==> src/rtl/pos_cell_reader.sv <==
// rtl/pos_cell_reader.sv - reads a particle cell (count word, then positions 1..count) into a 4-entry credited output FIFO
module pos_cell_reader #(
  parameter int DATA_WIDTH   = 96,
  parameter int ADDR_WIDTH   = 8,
  parameter int PARTICLE_NUM = 220
) (
  input  logic                  clock,
  input  logic                  reset_n,
  input  logic                  start,
  output logic                  busy,
  output logic                  done,
  output logic [ADDR_WIDTH-1:0] particle_count,
  output logic [ADDR_WIDTH-1:0] mem_address,
  output logic                  mem_rden,
  output logic                  mem_wren,
  input  logic [DATA_WIDTH-1:0] mem_q,
  output logic                  out_valid,
  input  logic                  out_ready,
  output logic [DATA_WIDTH-1:0] out_data,
  output logic [ADDR_WIDTH-1:0] out_index
);

  localparam logic [ADDR_WIDTH-1:0] MAX_COUNT = ADDR_WIDTH'(PARTICLE_NUM - 1);
  localparam int DEPTH = 4;

  typedef enum logic [2:0] {IDLE, CNT_RD, CNT_WAIT, STREAM, DRAIN, FIN} state_t;
  state_t state, next_state;

  logic                  wait_second;
  logic [ADDR_WIDTH-1:0] count_in;
  logic [ADDR_WIDTH-1:0] issue_addr;
  logic                  p1, p2;
  logic [ADDR_WIDTH-1:0] a1, a2;
  logic [DATA_WIDTH-1:0] fifo_data  [DEPTH];
  logic [ADDR_WIDTH-1:0] fifo_index [DEPTH];
  logic [2:0]            fifo_cnt, fifo_cnt_next;
  logic [1:0]            wr_pos;
  logic                  push, pop, credit_ok;
  logic                  busy_d, done_d, rden_d;
  logic [ADDR_WIDTH-1:0] addr_d;

  assign mem_wren  = 1'b0;
  assign count_in  = (mem_q[ADDR_WIDTH-1:0] > MAX_COUNT) ? MAX_COUNT : mem_q[ADDR_WIDTH-1:0];
  assign push      = p2;
  assign pop       = out_valid && out_ready;
  assign wr_pos    = fifo_cnt[1:0] - {1'b0, pop};
  assign fifo_cnt_next = fifo_cnt + {2'b0, push} - {2'b0, pop};
  // Credits are evaluated for the cycle the read would issue in: FIFO then, plus both pipeline stages then.
  assign credit_ok = ({1'b0, fifo_cnt_next} + {3'b0, mem_rden} + {3'b0, p1}) < 4'd4;
  assign out_data  = fifo_data[0];
  assign out_index = fifo_index[0];

  always_ff @(posedge clock or negedge reset_n) begin
    if (!reset_n) state <= IDLE;
    else          state <= next_state;
  end

  always_comb begin
    next_state = state;
    case (state)
      IDLE:     if (start) next_state = CNT_RD;
      CNT_RD:   next_state = CNT_WAIT;
      CNT_WAIT: if (wait_second) next_state = (count_in == '0) ? FIN : STREAM;
      STREAM:   if (mem_rden && mem_address == particle_count) next_state = DRAIN;
      DRAIN:    if (!p1 && fifo_cnt_next == 3'd0) next_state = FIN;
      FIN:      next_state = IDLE;
      default:  next_state = IDLE;
    endcase
  end

  always_comb begin
    busy_d = (next_state != IDLE) && (next_state != FIN);
    done_d = (next_state == FIN);
    rden_d = 1'b0;
    addr_d = mem_address;
    if (next_state == CNT_RD) begin
      rden_d = 1'b1;
      addr_d = '0;
    end else if (next_state == STREAM && credit_ok) begin
      rden_d = 1'b1;
      addr_d = issue_addr;
    end
  end

  always_ff @(posedge clock or negedge reset_n) begin
    if (!reset_n) begin
      busy           <= 1'b0;
      done           <= 1'b0;
      mem_rden       <= 1'b0;
      mem_address    <= '0;
      particle_count <= '0;
      issue_addr     <= '0;
      wait_second    <= 1'b0;
      p1             <= 1'b0;
      p2             <= 1'b0;
      a1             <= '0;
      a2             <= '0;
    end else begin
      busy        <= busy_d;
      done        <= done_d;
      mem_rden    <= rden_d;
      mem_address <= addr_d;
      wait_second <= (state == CNT_WAIT) && !wait_second;
      if (state == CNT_WAIT && wait_second) particle_count <= count_in;
      if (state == IDLE)
        issue_addr <= ADDR_WIDTH'(1);
      else if (rden_d && next_state == STREAM)
        issue_addr <= issue_addr + 1'b1;
      // Only stream reads are tracked; the count word is consumed by the FSM.
      p1 <= mem_rden && (state == STREAM);
      a1 <= mem_address;
      p2 <= p1;
      a2 <= a1;
    end
  end

  // Shift-register FIFO: head is always entry 0, so the stream outputs are plain flops.
  always_ff @(posedge clock or negedge reset_n) begin
    if (!reset_n) begin
      fifo_cnt  <= 3'd0;
      out_valid <= 1'b0;
      for (int i = 0; i < DEPTH; i++) begin
        fifo_data[i]  <= '0;
        fifo_index[i] <= '0;
      end
    end else begin
      fifo_cnt  <= fifo_cnt_next;
      out_valid <= (fifo_cnt_next != 3'd0);
      if (pop) begin
        for (int i = 0; i < DEPTH - 1; i++) begin
          fifo_data[i]  <= fifo_data[i+1];
          fifo_index[i] <= fifo_index[i+1];
        end
      end
      if (push) begin
        fifo_data[wr_pos]  <= mem_q;
        fifo_index[wr_pos] <= a2;
      end
    end
  end

endmodule

==> config.mk <==
export PLATFORM = sky130hd
export DESIGN_NAME = pos_cell_reader
export DESIGN_NICKNAME = d
export VERILOG_FILES = /design/src/rtl/pos_cell_reader.sv
export SDC_FILE = /design/constraint.sdc
export NUM_CORES = 1
export LEC_CHECK = 0
export BUFFER_PORTS_ARGS = -buffer_cell sky130_fd_sc_hd__buf_4
export CAP_MARGIN = 20
export CELL_PAD_IN_SITES_DETAIL_PLACEMENT = 1
export CELL_PAD_IN_SITES_GLOBAL_PLACEMENT = 1
export CORE_MARGIN = 1.5
export CORE_UTILIZATION = 50
export CTS_CLUSTER_SIZE = 14
export DETAILED_ROUTE_END_ITERATION = 6
export HOLD_SLACK_MARGIN = 0.03
export PLACE_DENSITY_LB_ADDON = 0.1
export SYNTH_ARGS = -nofsm -noshare
export SYNTH_HDL_FRONTEND = slang
export SYNTH_SLANG_ARGS = --single-unit
export TNS_END_PERCENT = 5
==> constraint.sdc <==
create_clock -name clock -period 10.1 [get_ports clock]
set_input_delay 2.02 -clock clock [delete_from_list [all_inputs] [get_ports clock]]
set_output_delay 2.02 -clock clock [all_outputs]
set_load 0.005 [all_outputs]
; Word level (Yosys, flattened, before mapping)
; Index checks and enable logic that the tools add are counted.
[op_classes]
n_addsub = 6
order_cmp = 4
eq_ne = 9
muxes = 23
bitwise = 1
reduce_logical = 19
[ops]
columns = cell, n
row1 = bitwise mux 384 bit, 1
row2 = two-way mux 384 bit, 1
row3 = two-way mux 288 bit, 1
row4 = demux 96 bit (select 2 bit), 1
row5 = two-way mux 96 bit, 1
row6 = two-way mux 8 bit, 6
row7 = bitwise mux 32 bit, 1
row8 = two-way mux 32 bit, 1
row9 = two-way mux 24 bit, 1
row10 = demux 8 bit (select 2 bit), 1
row11 = two-way mux 3 bit, 5
row12 = one-hot mux 3 bit (5 select lines), 1
row13 = logical AND 1 bit, 10
row14 = == test 3 x 2 -> 1 bit (second input constant), 3
row15 = adder 8 x 1 -> 8 bit (second input constant), 1
row16 = == test 8 bit, 1
row17 = > comparator 8 bit (second input constant), 1
row18 = logical NOT 8 bit, 1
row19 = == test 3 x 1 -> 1 bit (second input constant), 2
row20 = == test 3 bit (second input constant), 2
row21 = logical NOT 3 bit, 2
row22 = nonzero test 3 bit, 2
row23 = adder 3 x 1 -> 4 bit, 1
row24 = adder 4 x 1 -> 4 bit, 1
row25 = other kinds (11), 14
[word_totals]
reg_bits = 469
input_bits = 100
out_inout_bits = 125
wordCells = 84

; Logic depth before layout (Yosys ltp)
[depth]
word_depth = 13
mapped_depth = 15
ltp_nobuf = 12

; Worst setup path before layout
; OpenSTA, ideal clock, no wires.
[synth_timing]
kind = input port to flip-flop
from = input out_ready
to = register issue_addr[6]
setup_time_ns = 0.078
arrival_ns = 5.328
required_time_ns = 10.022
path_slack_ns = 4.695
cell_stages = 15
path_buffers = 3
cell_sequence = nand2_1 > inv_2 > clkbuf_1 > clkbuf_1 > ha_1 > inv_1 > ha_1 > fa_1 > xnor3_1 > or3_4 > o41ai_4 > o221a_2 > buf_4 > nand4b_1 > a21oi_1
[synth_via]
elab_chain_len = 12
word_cells_on_any_way = 16
cone_classes = add/sub: 3 / order compare: 1 / eq/ne: 2 / mux: 4 / reduce/logical: 6
[synth_lines]
columns = element, line_no
row1 = from (decl), 18  ; input logic out_ready,
row2 = logical AND 1 bit *, 45  ; assign pop = out_valid && out_ready;
row3 = subtractor 3 x 1 -> 3 bit *, 47  ; assign fifo_cnt_next = fifo_cnt + {2'b0, push} - {2'b0, pop};
row4 = named net fifo_cnt_next[2], 36  ; logic [2:0] fifo_cnt, fifo_cnt_next;
row5 = branches (longest 8 deep; another with adder 3 x 1 -> 4 bit), --
row6 = logical AND 1 bit *, 107  ; else if (rden_d && next_state == STREAM)
row7 = nonzero test 2 bit (no source line) *, --
row8 = to (signal assigned), 108  ; issue_addr <= issue_addr + 1'b1;
row9 = to (decl), 31  ; logic [ADDR_WIDTH-1:0] issue_addr;
; Mark *: on every way through the listed nets, which the timed path passes.
; A chain may end at the register's enable or synchronous reset.

; Worst setup path after layout
[layout_timing]
from = input out_ready
to = register fifo_data[157] in the netlist's numbering
[layout_via]
elab_chain_len = 9
word_cells_on_any_way = 11
cone_classes = add/sub: 1 / order compare: 2 / mux: 5 / bitwise: 1 / reduce/logical: 2
[layout_lines]
columns = element, line_no
row1 = logical AND 1 bit *, 45
row2 = subtractor 2 x 1 -> 2 bit, 46  ; assign wr_pos = fifo_cnt[1:0] - {1'b0, pop};
row3 = inverter 2 -> 3 bit (not written as such), 136  ; fifo_data[wr_pos] <= mem_q;
row4 = >= comparator 3 bit (not written as such) / < comparator 3 x 1 -> 1 bit (equally long branches), 136
row5 = logical AND 1 bit (not written as such), 136
row6 = two-way mux 96 bit (not written as such), 136
row7 = demux 96 bit (select 2 bit), 136
row8 = bitwise mux 384 bit, 136
row9 = two-way mux 384 bit *, 135  ; if (push) begin
row10 = "to (signal, indexed assignment)", 131  ; fifo_data[i] <= fifo_data[i+1];
row11 = "to (signal, indexed assignment)", 136
row12 = to (decl), 34  ; logic [DATA_WIDTH-1:0] fifo_data [DEPTH];
; Mark *: on every way between the ends. The rest lies on a longest branch, timed or not.

==> metrics.txt <==
Non-Filler Instances 2610; Crit. End Element register; share of layout cells above drive strength 1 20.84%; period utilization 59.94%; global route overflow 0; Hold Buf Count CTS 0; Setup crit start kind input port; number of clock sinks 469; TritonCTS clock tree built; Max Cap Viol 0; final hold vios 0; layout overhead on the synthesized area 14.36%; most frequent cells after synthesis 469 x dfrtp_1, 446 x nand2_1, 219 x o21ai_0; Iteration-0 DRC Markers 925; fill count 4415; final setup violation count 0; first-pass GRT wire length 83.19 mm; Yosys cell types 41; outcome complete, no violations; core footprint 0.04092 mm²; Hold Path Class reg2reg; synth top area cells dfrtp_1 56%, mux2i_1 10%, nand2_1 8.1%, mux2_2 5.6%, o21ai_0 5.3%; Layout Nets 2146; global placer's final weighted congestion 0.7644; worst hold margin 0.3474 ns; post-route minimum period 6.054 ns; post-synth top area share 56.49%; RSZ-0062 raised after global routing no; initial antenna violation count 0; Vias/cell 5.603; post-CTS setup buffers 0; Post-Route WL 51.08 mm; Gate Count Post-Synth 1987; Final WS setup 4.046 ns; DP Cell Count 2519; Synth Net Count 2093; H-tree Lvls 2; worst-skew pair later-pin latency 0.59 ns; worst-path cell chain buf_4, nand2_4, inv_8, buf_4, buf_4, buf_4, mux2i_1, o21ai_0; Setup TNS 0 ns; Die X-Extent 206.8 µm; synthesized area 0.02078 mm²; clk buf depth 3; Fmax 165.2 MHz; critical path class in2reg; WP buf/inv 5; DRC 0; CP Max Fanout 119; drt first pass iters 4; Synth Register Bits 469; total track usage 24.50%; post-route cell area 0.02376 mm²; asr flop ratio synth 100.0%; area of the multi-input gates 0.007754 mm²; Root Buffer clkbuf_16; post_cts resized 0; Clock Skews 0.01775 ns; Cell Area, Placed 0.02201 mm²; vias in the first global route 15.79k; crit-path max cell delay 0.88 ns; DRT antenna net count 0; Via Count 14.63k; Data required, critical path 10.50 ns; worst path arrival time 6.46 ns; fin util 58.06%; Yosys warnings 0; cts bufs inserted 50; area leader, netlist dfrtp_1; largest net degree at the start of global routing 209; Post-synth EDFFs 0; most frequent CP cell buf_4; PD cells 315.5 mW/mm²; # IOs 225; Lkg Pwr 11.02 nW; Worst-path clk slew 0.06 ns; FP Rows 74; sequential element share of the synthesized area 56.49%; pre-CTS setup slack 3.459 ns; diode count 0; Die H 206.8 µm; Reg area 0.01174 mm²; Avg Cell Area, Syn 10.46 µm²; post-route total power 7.497 mW; Total Die Area 0.04278 mm²; Top delay family on crit path buffers and inverters; I/O Buffers 223; Top FF cell, synth dfrtp_1; initial cell density of the core 50.77%; HPWL after DPL 30.35 mm; Slowest cell on crit path buf_4; Slew Limit Fails 0; Max rail drop VDD 0.0001900 V; DR WL/cell 19.57 µm; worst slew pin tran 1.039 ns; slew margin rel. 30.76%; count leader, synth dfrtp_1
## placed cells by master (no fill, tap or decap), drive strengths merged, types with 7 or more instances in the layout
| master | synthesis | final |
|---|---|---|
| inv | 12 | 13 |
| a21oi | 7 | 7 |
| nand3 | 16 | 16 |
| clkbuf | 106 | 78 |
| nor2 | 106 | 106 |
| mux2 | 103 | 103 |
| dfrtp | 469 | 469 |
| nand2 | 446 | 446 |
| mux2i | 210 | 210 |
| xor2 | 8 | 8 |
| buf | 130 | 237 |
| a31oi | 106 | 106 |
| o21ai | 219 | 219 |
## path summary, 6_finish.rpt
path | startpoint | to | slack [ns] | cells past startpoint
worst min-delay path | a1[7] | a2[7] | 0.35 | 0
worst min register to register | a1[7] | a2[7] | 0.35 | 0
max in group asynchronous | reset_n | async pin | 6.53 | 3
worst max register to register | out_valid | fifo_data[157] | 5.08 | 7
worst max-delay path | out_ready | fifo_data[157] | 4.05 | 8
min in group asynchronous | reset_n | out_data[42] | 1.47 | 1
## report_power, final
| part | internal (mW) | switching (mW) |
|---|---|---|
| clock network | 1.16 | 0.751 |
| logic | 1.10 | 1.20 |
| registers | 2.75 | 0.533 |
| total | 5.01 | 2.48 |
## cells by family after synthesis
| family | count (synthesis) | share of synthesized area, % |
|---|---|---|
| simple gates | 596 | 11.25 |
| mux | 313 | 15.70 |
| xor+xnor | 9 | 0.4457 |
| other cells | 1 | 0.01805 |
| flops | 469 | 56.49 |
| fa+ha+maj | 6 | 0.3975 |
| compound gates | 345 | 9.305 |
| buf+inv | 248 | 6.396 |
## final cells by class
type                       instances  area share, %
clock inverter                    12         0.8057
inverter                          12         0.2212
timing repair buffer             237          7.710
clock buffer                      78          6.430
tap                              532          2.802
multi-input combinational       1270          32.63
sequential                       469          49.40
## routing by layer
layer | wire, µm | share of wire, % | global-route usage, %
met1 | 22450 | 44 | 32.49
met2 | 25190 | 49 | 41.13
met3 | 2259 | 4.4 | 4.772
met4 | 1174 | 2.3 | 6.732
met5 | 0 | 0 | 0
Note: power is estimated with default switching activity, not from simulation.
